===== config.mk =====
export PLATFORM = sky130hd
export DESIGN_NAME = tarb
export DESIGN_NICKNAME = d
export VERILOG_FILES = /design/src/rtl/tarb_pkg.sv /design/src/rtl/ff_ar.sv /design/src/rtl/ff_ar_en.sv /design/src/rtl/fifo.sv /design/src/rtl/tarb_rr_pick.sv /design/src/rtl/tarb.sv
export SDC_FILE = /design/constraint.sdc
export NUM_CORES = 1
export LEC_CHECK = 0
export CORE_MARGIN = 4
export CORE_UTILIZATION = 45
export DETAILED_ROUTE_END_ITERATION = 12
export DONT_BUFFER_PORTS = 1
export GPL_ROUTABILITY_DRIVEN = 0
export GPL_TIMING_DRIVEN = 0
export PLACE_DENSITY = 0.69
export SYNTH_ARGS = -nofsm -noshare
export SYNTH_HDL_FRONTEND = slang
export SYNTH_SLANG_ARGS = --single-unit

===== constraint.sdc =====
create_clock -name clk -period 4.5 [get_ports clk]
set_input_delay 1.125 -clock clk [delete_from_list [all_inputs] [get_ports clk]]
set_output_delay 1.125 -clock clk [all_outputs]
set_load 0.1 [all_outputs]

===== src/rtl/tarb_pkg.sv =====
// Shared ray-tracer types used by the tree-cache arbiter (tarb).
package tarb_pkg;

    localparam int MAX_RAYS_DEF   = 64;
    localparam int FIFO_DEPTH_DEF = 4;

    typedef struct packed {
        logic [7:0]  ray_id;
        logic [23:0] node_addr;
    } tarb_t;

    typedef enum logic {
        SRC_TRAV = 1'b0,
        SRC_SS   = 1'b1
    } rr_src_e;

endpackage


===== src/rtl/ff_ar.sv =====
// Plain register with asynchronous active-high reset.
module ff_ar #(
    parameter int             W       = 1,
    parameter logic [W-1:0]   RST_VAL = '0
) (
    input  logic         clk,
    input  logic         rst,
    input  logic [W-1:0] d,
    output logic [W-1:0] q
);

    always_ff @(posedge clk or posedge rst) begin
        if (rst) q <= RST_VAL;
        else     q <= d;
    end

endmodule


===== src/rtl/ff_ar_en.sv =====
// Load-enabled register with asynchronous active-high reset.
module ff_ar_en #(
    parameter int             W       = 1,
    parameter logic [W-1:0]   RST_VAL = '0
) (
    input  logic         clk,
    input  logic         rst,
    input  logic         en,
    input  logic [W-1:0] d,
    output logic [W-1:0] q
);

    always_ff @(posedge clk or posedge rst) begin
        if (rst)     q <= RST_VAL;
        else if (en) q <= d;
    end

endmodule


===== src/rtl/fifo.sv =====
// Synchronous FIFO; rd_data shows the head entry whenever not empty.
module fifo #(
    parameter int W     = 32,
    parameter int DEPTH = 4
) (
    input  logic         clk,
    input  logic         rst,
    input  logic         wr_en,
    input  logic [W-1:0] wr_data,
    input  logic         rd_en,
    output logic [W-1:0] rd_data,
    output logic         full,
    output logic         empty
);

    localparam int AW = (DEPTH > 1) ? $clog2(DEPTH) : 1;
    localparam int CW = $clog2(DEPTH + 1);

    logic [W-1:0]  mem [DEPTH];
    logic [AW-1:0] wr_ptr, rd_ptr;
    logic [CW-1:0] count;
    logic          wr_ok, rd_ok;

    function automatic logic [AW-1:0] ptr_inc(input logic [AW-1:0] p);
        return (p == AW'(DEPTH - 1)) ? '0 : p + AW'(1);
    endfunction

    assign full    = count == CW'(DEPTH);
    assign empty   = count == '0;
    assign wr_ok   = wr_en && !full;
    assign rd_ok   = rd_en && !empty;
    assign rd_data = mem[rd_ptr];

    always_ff @(posedge clk) begin
        if (wr_ok) mem[wr_ptr] <= wr_data;
    end

    always_ff @(posedge clk or posedge rst) begin
        if (rst) begin
            wr_ptr <= '0;
            rd_ptr <= '0;
            count  <= '0;
        end else begin
            if (wr_ok) wr_ptr <= ptr_inc(wr_ptr);
            if (rd_ok) rd_ptr <= ptr_inc(rd_ptr);
            case ({wr_ok, rd_ok})
                2'b10:   count <= count + CW'(1);
                2'b01:   count <= count - CW'(1);
                default: count <= count;
            endcase
        end
    end

endmodule


===== src/rtl/tarb_rr_pick.sv =====
// Grant select: trav/ss round-robin, newray only when both are empty.
module tarb_rr_pick
    import tarb_pkg::*;
(
    input  logic    trav_empty,
    input  logic    ss_empty,
    input  logic    nr_empty,
    input  rr_src_e last_grant,
    output logic    gnt_trav,
    output logic    gnt_ss,
    output logic    gnt_nr
);

    logic t, s, n;

    assign t = !trav_empty;
    assign s = !ss_empty;
    assign n = !nr_empty;

    always_comb begin
        gnt_trav = 1'b0;
        gnt_ss   = 1'b0;
        gnt_nr   = 1'b0;
        unique case (1'b1)
            (t && s): begin
                gnt_trav = last_grant == SRC_SS;
                gnt_ss   = last_grant == SRC_TRAV;
            end
            (t && !s):       gnt_trav = 1'b1;
            (!t && s):       gnt_ss   = 1'b1;
            (!t && !s && n): gnt_nr   = 1'b1;
            default: ;
        endcase
    end

endmodule


===== src/rtl/tarb.sv =====
// Tree-cache arbiter: three buffered requesters merged into one
// registered stream, with a cap on rays in flight.
module tarb
    import tarb_pkg::*;
#(
    parameter int FIFO_DEPTH = FIFO_DEPTH_DEF,
    parameter int MAX_RAYS   = MAX_RAYS_DEF,
    localparam int CW        = $clog2(MAX_RAYS + 1)
) (
    input  logic          clk,
    input  logic          rst,
    input  logic          trav_to_tarb_valid,
    input  tarb_t         trav_to_tarb_data,
    output logic          trav_to_tarb_stall,
    input  logic          ss_to_tarb_valid,
    input  tarb_t         ss_to_tarb_data,
    output logic          ss_to_tarb_stall,
    input  logic          newray_to_tarb_valid,
    input  tarb_t         newray_to_tarb_data,
    output logic          newray_to_tarb_stall,
    output logic          tarb_to_tcache_valid,
    output tarb_t         tarb_to_tcache_data,
    input  logic          tarb_to_tcache_stall,
    input  logic          ray_retire,
    output logic [CW-1:0] rays_in_flight
);

    localparam int W = $bits(tarb_t);

    logic    trav_full, trav_empty;
    logic    ss_full, ss_empty;
    logic    nr_full, nr_empty;
    tarb_t   trav_q, ss_q, nr_q, out_d;
    logic    gnt_trav, gnt_ss, gnt_nr, any_gnt;
    logic    out_free, at_cap, nr_push, ray_dec;
    logic    last_q;

    assign out_free = !(tarb_to_tcache_valid && tarb_to_tcache_stall);
    assign at_cap   = rays_in_flight == CW'(MAX_RAYS);
    assign any_gnt  = gnt_trav || gnt_ss || gnt_nr;

    assign trav_to_tarb_stall   = trav_full;
    assign ss_to_tarb_stall     = ss_full;
    assign newray_to_tarb_stall = nr_full || at_cap;
    assign nr_push = newray_to_tarb_valid && !newray_to_tarb_stall;

    fifo #(.W(W), .DEPTH(FIFO_DEPTH)) u_trav_fifo (
        .clk     (clk),
        .rst     (rst),
        .wr_en   (trav_to_tarb_valid),
        .wr_data (trav_to_tarb_data),
        .rd_en   (gnt_trav && out_free),
        .rd_data (trav_q),
        .full    (trav_full),
        .empty   (trav_empty)
    );

    fifo #(.W(W), .DEPTH(FIFO_DEPTH)) u_ss_fifo (
        .clk     (clk),
        .rst     (rst),
        .wr_en   (ss_to_tarb_valid),
        .wr_data (ss_to_tarb_data),
        .rd_en   (gnt_ss && out_free),
        .rd_data (ss_q),
        .full    (ss_full),
        .empty   (ss_empty)
    );

    fifo #(.W(W), .DEPTH(FIFO_DEPTH)) u_nr_fifo (
        .clk     (clk),
        .rst     (rst),
        .wr_en   (nr_push),
        .wr_data (newray_to_tarb_data),
        .rd_en   (gnt_nr && out_free),
        .rd_data (nr_q),
        .full    (nr_full),
        .empty   (nr_empty)
    );

    tarb_rr_pick u_pick (
        .trav_empty (trav_empty),
        .ss_empty   (ss_empty),
        .nr_empty   (nr_empty),
        .last_grant (rr_src_e'(last_q)),
        .gnt_trav   (gnt_trav),
        .gnt_ss     (gnt_ss),
        .gnt_nr     (gnt_nr)
    );

    always_comb begin
        out_d = '0;
        unique case (1'b1)
            gnt_trav: out_d = trav_q;
            gnt_ss:   out_d = ss_q;
            gnt_nr:   out_d = nr_q;
            default: ;
        endcase
    end

    // A held (stalled) output keeps valid high; otherwise valid follows grant.
    ff_ar #(.W(1)) u_out_vld (
        .clk (clk),
        .rst (rst),
        .d   (!out_free || any_gnt),
        .q   (tarb_to_tcache_valid)
    );

    ff_ar_en #(.W(W)) u_out_data (
        .clk (clk),
        .rst (rst),
        .en  (out_free && any_gnt),
        .d   (out_d),
        .q   (tarb_to_tcache_data)
    );

    ff_ar_en #(.W(1), .RST_VAL(1'b1)) u_last (
        .clk (clk),
        .rst (rst),
        .en  (out_free && (gnt_trav || gnt_ss)),
        .d   (gnt_ss),
        .q   (last_q)
    );

    assign ray_dec = ray_retire && (rays_in_flight != '0);

    always_ff @(posedge clk or posedge rst) begin
        if (rst) begin
            rays_in_flight <= '0;
        end else begin
            case ({nr_push, ray_dec})
                2'b10:   rays_in_flight <= rays_in_flight + CW'(1);
                2'b01:   rays_in_flight <= rays_in_flight - CW'(1);
                default: rays_in_flight <= rays_in_flight;
            endcase
        end
    end

    a_retire_underflow: assert property (@(posedge clk) disable iff (rst)
        !(ray_retire && rays_in_flight == '0));

    a_cap: assert property (@(posedge clk) disable iff (rst)
        rays_in_flight <= CW'(MAX_RAYS));

endmodule

Word level (Yosys, flattened, before mapping)
Memories as Yosys holds them, arrays and structs flattened.
Index checks and enable logic that the tools add are counted.
{"block": "classes", "addsub": 14, "mul": 0, "div": 0, "n_lt_le_gt_ge": 0, "eq_ne": 18, "shift": 0, "n_mux": 20, "bitwise_logic": 1, "reduce_logical": 39}
{"cell": "32-bit case mux with 3 select lines", "n": 1}
{"cell": "2-bit equality test, second input constant", "n": 10}
{"cell": "1-bit logical AND", "n": 19}
{"cell": "3-bit case mux with 2 select lines", "n": 3}
{"cell": "7-bit case mux with 2 select lines", "n": 1}
{"cell": "2-bit by 1-bit adder with 2-bit output, second input constant", "n": 6}
{"cell": "2-bit two-way mux", "n": 6}
{"cell": "3-bit by 1-bit adder with 3-bit output, second input constant", "n": 3}
{"cell": "3-bit equality test, second input constant", "n": 3}
{"cell": "3-bit zero test", "n": 3}
{"cell": "3-bit by 1-bit subtractor with 3-bit output, second input constant", "n": 3}
{"cell": "2-bit by 1-bit equality test with 1-bit output, second input constant", "n": 4}
{"cell": "1-bit zero test", "n": 8}
{"cell": "2-bit nonzero test", "n": 4}
{"cell": "7-bit by 1-bit adder with 7-bit output, second input constant", "n": 1}
{"cell": "7-bit equality test, second input constant", "n": 1}
{"cell": "1-bit two-way mux", "n": 7}
{"cell": "7-bit nonzero test", "n": 1}
{"cell": "7-bit by 1-bit subtractor with 7-bit output, second input constant", "n": 1}
{"cell": "1-bit logical OR", "n": 4}
{"cell": "1-bit case mux with 2 select lines", "n": 2}
{"cell": "1-bit NOT", "n": 1}
{"block": "word_totals", "register_bits": 62, "latchBits": 0, "ramBits": 384, "romBits": 0, "inputBits": 103, "output_inout_bits": 43, "elab_cells": 108, "mem_count": 3}
{"memory": "u_nr_fifo.mem", "depth": 4, "word_bits": 32, "read_ports": 1, "rd_ports_with_merged_regs": 0, "wr": 1, "line_no": "fifo.sv:19", "rtl": "logic [W-1:0] mem [DEPTH];"}
{"memory": "u_ss_fifo.mem", "depth": 4, "word_bits": 32, "read_ports": 1, "rd_ports_with_merged_regs": 0, "wr": 1, "line_no": "fifo.sv:19"}
{"memory": "u_trav_fifo.mem", "depth": 4, "word_bits": 32, "read_ports": 1, "rd_ports_with_merged_regs": 0, "wr": 1, "line_no": "fifo.sv:19"}

Longest topological paths before layout
{"block": "logic_depth", "word_depth": 8, "ltp_mapped": 12, "ltp_nobuf": 12}

Modules after synthesis
Synthesis repeated with hierarchy kept, for this count alone.
{"block": "unflattened", "hier_cells": 857, "hier_area_um2": 17967.2}
{"module": "fifo", "n_inst": 3, "cells_per_inst": 209, "area_each_um2": 5119.9, "seq_area_each_um2": 4018.9}
{"module": "ff_ar_en at u_out_data", "n_inst": 1, "cells_per_inst": 69, "area_each_um2": 1348.8, "seq_area_each_um2": 800.8}
{"module": "tarb", "n_inst": 1, "cells_per_inst": 150, "area_each_um2": 1161.1, "seq_area_each_um2": 175.2}
{"module": "ff_ar_en at u_last", "n_inst": 1, "cells_per_inst": 3, "area_each_um2": 45.0, "seq_area_each_um2": 26.3}
{"module": "ff_ar", "n_inst": 1, "cells_per_inst": 2, "area_each_um2": 28.8, "seq_area_each_um2": 25.0}
{"module": "tarb_rr_pick", "n_inst": 1, "cells_per_inst": 6, "area_each_um2": 23.8, "seq_area_each_um2": 0.0}

Worst setup path after synthesis
OpenSTA, ideal clock, no wires.
{"block": "synth_timing", "path_type": "register to register", "startpoint": "reg rays_in_flight[2]", "endpoint": "reg rays_in_flight[6]", "setup_time_ns": 0.081, "arrival_ns": 3.186, "required_time_ns": 4.419, "setup_slack_ns": 1.233, "stages_incl_launch_ff": 12, "n_path_buf": 0, "synth_period_minus_slack_ns": 3.267, "cell_sequence": "dfrtp_1 -> nor4_1 -> a32oi_1 -> and2_1 -> inv_1 -> ha_1 -> ha_1 -> o21ai_0 -> a21oi_1 -> or4_1 -> nand3_1 -> xnor2_1"}
{"block": "synth_between", "elab_chain_len": 6, "word_cells_on_any_way": 12, "classes_between": "2 x add/sub; 3 x eq/ne; 1 x mux; 6 x reduce/logical"}
{"item": "from (decl)", "line_no": "tarb.sv:25", "rtl": "output logic [CW-1:0] rays_in_flight"}
{"item": "from (signal assigned)", "line_no": "tarb.sv:131", "rtl": "2'b10: rays_in_flight <= rays_in_flight + CW'(1);"}
{"item": "from (signal assigned)", "line_no": "tarb.sv:132", "rtl": "2'b01: rays_in_flight <= rays_in_flight - CW'(1);"}
{"item": "from (signal assigned)", "line_no": "tarb.sv:133", "rtl": "default: rays_in_flight <= rays_in_flight;"}
{"item": "7-bit equality test", "line_no": "tarb.sv:39", "rtl": "assign at_cap = rays_in_flight == CW'(MAX_RAYS);"}
{"item": "1-bit logical OR", "line_no": "tarb.sv:44", "rtl": "assign newray_to_tarb_stall = nr_full || at_cap;"}
{"item": "1-bit zero test", "line_no": "tarb.sv:45", "rtl": "assign nr_push = newray_to_tarb_valid && !newray_to_tarb_stall;"}
{"item": "1-bit logical AND", "line_no": "tarb.sv:45"}
{"item": "2-bit by 1-bit equality test with 1-bit output / 2-bit equality test (equally long branches)", "line_no": "tarb.sv:130", "rtl": "case ({nr_push, ray_dec})"}
{"item": "7-bit case mux with 2 select lines / 2-bit nonzero test (equally long branches)"}
Several ways; a longest one is shown, not always the timed one.
A chain may end at the register's enable or synchronous reset.

Final worst setup path
{"block": "layout_timing", "startpoint": "reg rays_in_flight[3]", "endpoint": "out newray_to_tarb_stall"}
{"block": "layout_between", "elab_chain_len": 2}
{"item": "7-bit equality test", "line_no": "tarb.sv:39"}
{"item": "1-bit logical OR", "line_no": "tarb.sv:44"}
{"item": "to (decl)", "line_no": "tarb.sv:20", "rtl": "output logic newray_to_tarb_stall,"}
Every way passes these cells.

==> qor.yml <==
status: "complete, no violations"
numCtsBuffers: 45
r2r_setup_slack_ns: 0.61
share_comb_of_total_power: 0.283
synth_sequential_area_ratio: 0.730
vdd_ir_drop_max_mv: 0.589
floorplan.initialDensity: 0.460
cp_max_fo: 6
synth_top_cells_by_area: "sky130_fd_sc_hd__edfxtp_1, sky130_fd_sc_hd__mux4_2, sky130_fd_sc_hd__dfrtp_1"
endpoint_kind: "output port"
yosysWarnings: 0
first_global_vias: 9127
worst-endpoint-arrival_ns: 2.98
synth_fp_nets: 1084
dr_vias: 8805
post_cts_resized: 0
unrepaired_setup_endpoints_after_global_routing: "no"
post_cts_clock_slew_at_the_launch_and_capture_registers_of_the_worst_setup_and_hold_paths_ns: 0.06
cap_viol_max_count: 0
max_slew_margin: 0.270
sequentialPowerShare: 0.480
pleak_nw: 6.83
syn_area_per_cell_sq_um: 18.8
synthCells: 953
fin_hold_ws_ns: 0.307
post_route_cells_drive_above_1_share: 0.231
setup_ws_ns: 0.399
tritoncts_num_sinks: 446
portBuffers: 0
power.switching_w: 0.00574
avgRoutedWirePerCell_um: 24.6
grt_max_degree: 62
number_of_design_rule_violations_left_after_detail_routing: 0
fin_skew_ns: 0.0342
drt_first_iter_violations: 665
worst_r2r_path_depth: 12
power.share.switching: 0.380
grt_first_pass_wirelength_um: 57900
crit-reg2reg-launch: "rays_in_flight[3]"
synth_flop_cell: "sky130_fd_sc_hd__edfxtp_1"
reg_to_reg_end: "rays_in_flight[6]"
dpl_hpwl_um: 26300
cts_buffer_depth: 3
period_needed_ns: 4.10
power.density_mw_per_mm2: 746
grt.total_usage: 0.178
hold_viol: 0
area_delta_synth_final_pct: 13.0
worstSetupStartpointType: "flip-flop"
async_reset_ff_frac: 0.139
netlist_area_before_placement_sq_mm: 0.0179
detail_route.first_pass.iterations: 7
die-area_sq_mm: 0.0431
num_antenna_cells: 0
drt_wl_total_um: 38500
grt.overflow.total: 0
place_worst_setup_slack_ns: 0.619
die-height_um: 208
placement_rows: 72
synth_largest_area_cell: "sky130_fd_sc_hd__edfxtp_1"
clockPowerShare: 0.236
worst-setup-path-type: "reg -> out"
synth.top_cell.area_share: 0.643
cts_hold_buffers: 0
slew_viol_final: 0
insertion_delay_to_the_later_sink_of_the_worst_skew_pair_ns: 0.57
fillCellCount: 3031
die_width_um: 208
io_pins: 146
clockRootBuffer: "sky130_fd_sc_hd__clkbuf_16"
holdCritPathClass: "in -> async"
final.period_utilization: 0.911
power.internal_w: 0.00936
synthesized_flop_and_latch_total: 446
final_net_count: 1142
finalSetupViolations: 0
antenna_left: 0
max_freq_mhz: 244
antenna_found_initial: 0
total_negative_slack_for_setup_checks_ns: 0
post-cts-setup-buffer-count: 0
synthDistinctLibCells: 47
synth_edf_count: 384
tritoncts: "done"
h_tree_level_count: 2
coreArea_sq_mm: 0.0390
worst-slew-pin-transition_ns: 1.09
crit_required_ns: 3.38
drt_via_density: 5.62
[layout make-up]
cell class	count	area [sq um]	area share
repair buffers	11	228	0.0112
inverters	31	119	0.00587
multi-input cells	424	4370	0.216
flip-flops and latches	446	13100	0.646
clock buffers	59	1220	0.0602
plain buffers	52	374	0.0185
clock inverters	25	210	0.0104
well taps	518	648	0.0320
[critical path, cell delays in order, from the launching register on]
cell,delay [ns]
sky130_fd_sc_hd__dfrtp_1,0.78
sky130_fd_sc_hd__nor4_1,0.62
sky130_fd_sc_hd__a32oi_1,0.30
sky130_fd_sc_hd__inv_1,0.73
[layout by cell type, fill, tap and decap left out, types with 24 or more instances in the layout]
cell                        instances
sky130_fd_sc_hd__nand3_1           36
sky130_fd_sc_hd__inv_1             29
sky130_fd_sc_hd__edfxtp_1         384
sky130_fd_sc_hd__nor2_1            41
sky130_fd_sc_hd__a21oi_1           67
sky130_fd_sc_hd__clkbuf_16         45
sky130_fd_sc_hd__ha_1              24
sky130_fd_sc_hd__clkbuf_1          24
sky130_fd_sc_hd__mux4_2            92
sky130_fd_sc_hd__dfrtp_1           61
sky130_fd_sc_hd__nand2_1           42
[cells in the mapped netlist, drive strengths merged, types with 6 or more instances]
master,count
inv,31
nor2,43
ha,24
clkbuf,16
mux4,96
a21oi,68
dfrtp,61
or3,6
nand2,42
xor2,7
nand3,36
a221oi,32
and2,10
and3,6
o21ai,10
nor3,8
xnor2,6
edfxtp,384
buf,36
[per-layer routing]
metal | vias to the layer above | share of wire | track usage
li1 | 3923 | - | -
met5 | - | 0 | 0
met2 | 290 | 0.49 | 0.287
met3 | 53 | 0.099 | 0.0706
met1 | 4539 | 0.40 | 0.230
met4 | 0 | 0.018 | 0.0405
[cells by family (layout without fill, tap and decap cells)]
family                     count (synthesis)  count (layout)  synth area share
buffers and inverters                     83             178            0.0274
xor gates and xnor gates                  13              13           0.00635
DFF                                      446             446             0.730
and+or+nand+nor                          158             158            0.0419
adders and majority gates                 28              28            0.0212
AOI/OAI and AO/OA                        122             122            0.0479
muxes                                    103             103             0.126
[power by group through the flow]
stage / clock [W] / sequential (W) / combinational [W]
after floorplan: 0 / 0.00718 / 0.00316
after global placement: 0 / 0.00734 / 0.00414
after detailed placement: 0 / 0.00734 / 0.00434
after CTS: 0.00365 / 0.00726 / 0.00437
after global routing: 0.00384 / 0.00735 / 0.00470
final: 0.00357 / 0.00726 / 0.00428
[stage by stage]
step | utilization | instances | power (W) | cell area [sq um]
global placement | 0.476 | 1471 | 0.0115 | 18600
detailed placement | 0.483 | 1482 | 0.0117 | 18800
global route | 0.519 | 1566 | 0.0159 | 20300
CTS | 0.519 | 1566 | 0.0153 | 20300
floorplan | - | 953 | 0.0103 | 17900
finish | 0.519 | 1566 | 0.0151 | 20300
[worst max path at each step]
stage	start	endpoint	slack [ns]	cells after the start
detailed placement	rays_in_flight[3]	rays_in_flight[6]	0.62	12
CTS	rays_in_flight[3]	newray_to_tarb_stall	0.35	3
global placement	rays_in_flight[3]	rays_in_flight[6]	0.64	12
global route	rays_in_flight[3]	newray_to_tarb_stall	0.30	3
floorplan	rays_in_flight[2]	rays_in_flight[6]	1.23	11
finish	rays_in_flight[3]	newray_to_tarb_stall	0.40	3
[flip-flops by register name, summed over array words and instances (netlist names)]
name / flops
u_nr_fifo.mem: 128
u_ss_fifo.mem: 128
u_trav_fifo.mem: 128
u_out_data.q: 32
rays_in_flight: 7
u_nr_fifo.count: 3
u_ss_fifo.count: 3
u_trav_fifo.count: 3
u_nr_fifo.rd_ptr: 2
u_nr_fifo.wr_ptr: 2
u_ss_fifo.rd_ptr: 2
u_ss_fifo.wr_ptr: 2
u_trav_fifo.rd_ptr: 2
u_trav_fifo.wr_ptr: 2
u_last.q: 1
u_out_vld.q: 1
Power figures use the tool's default switching activity.
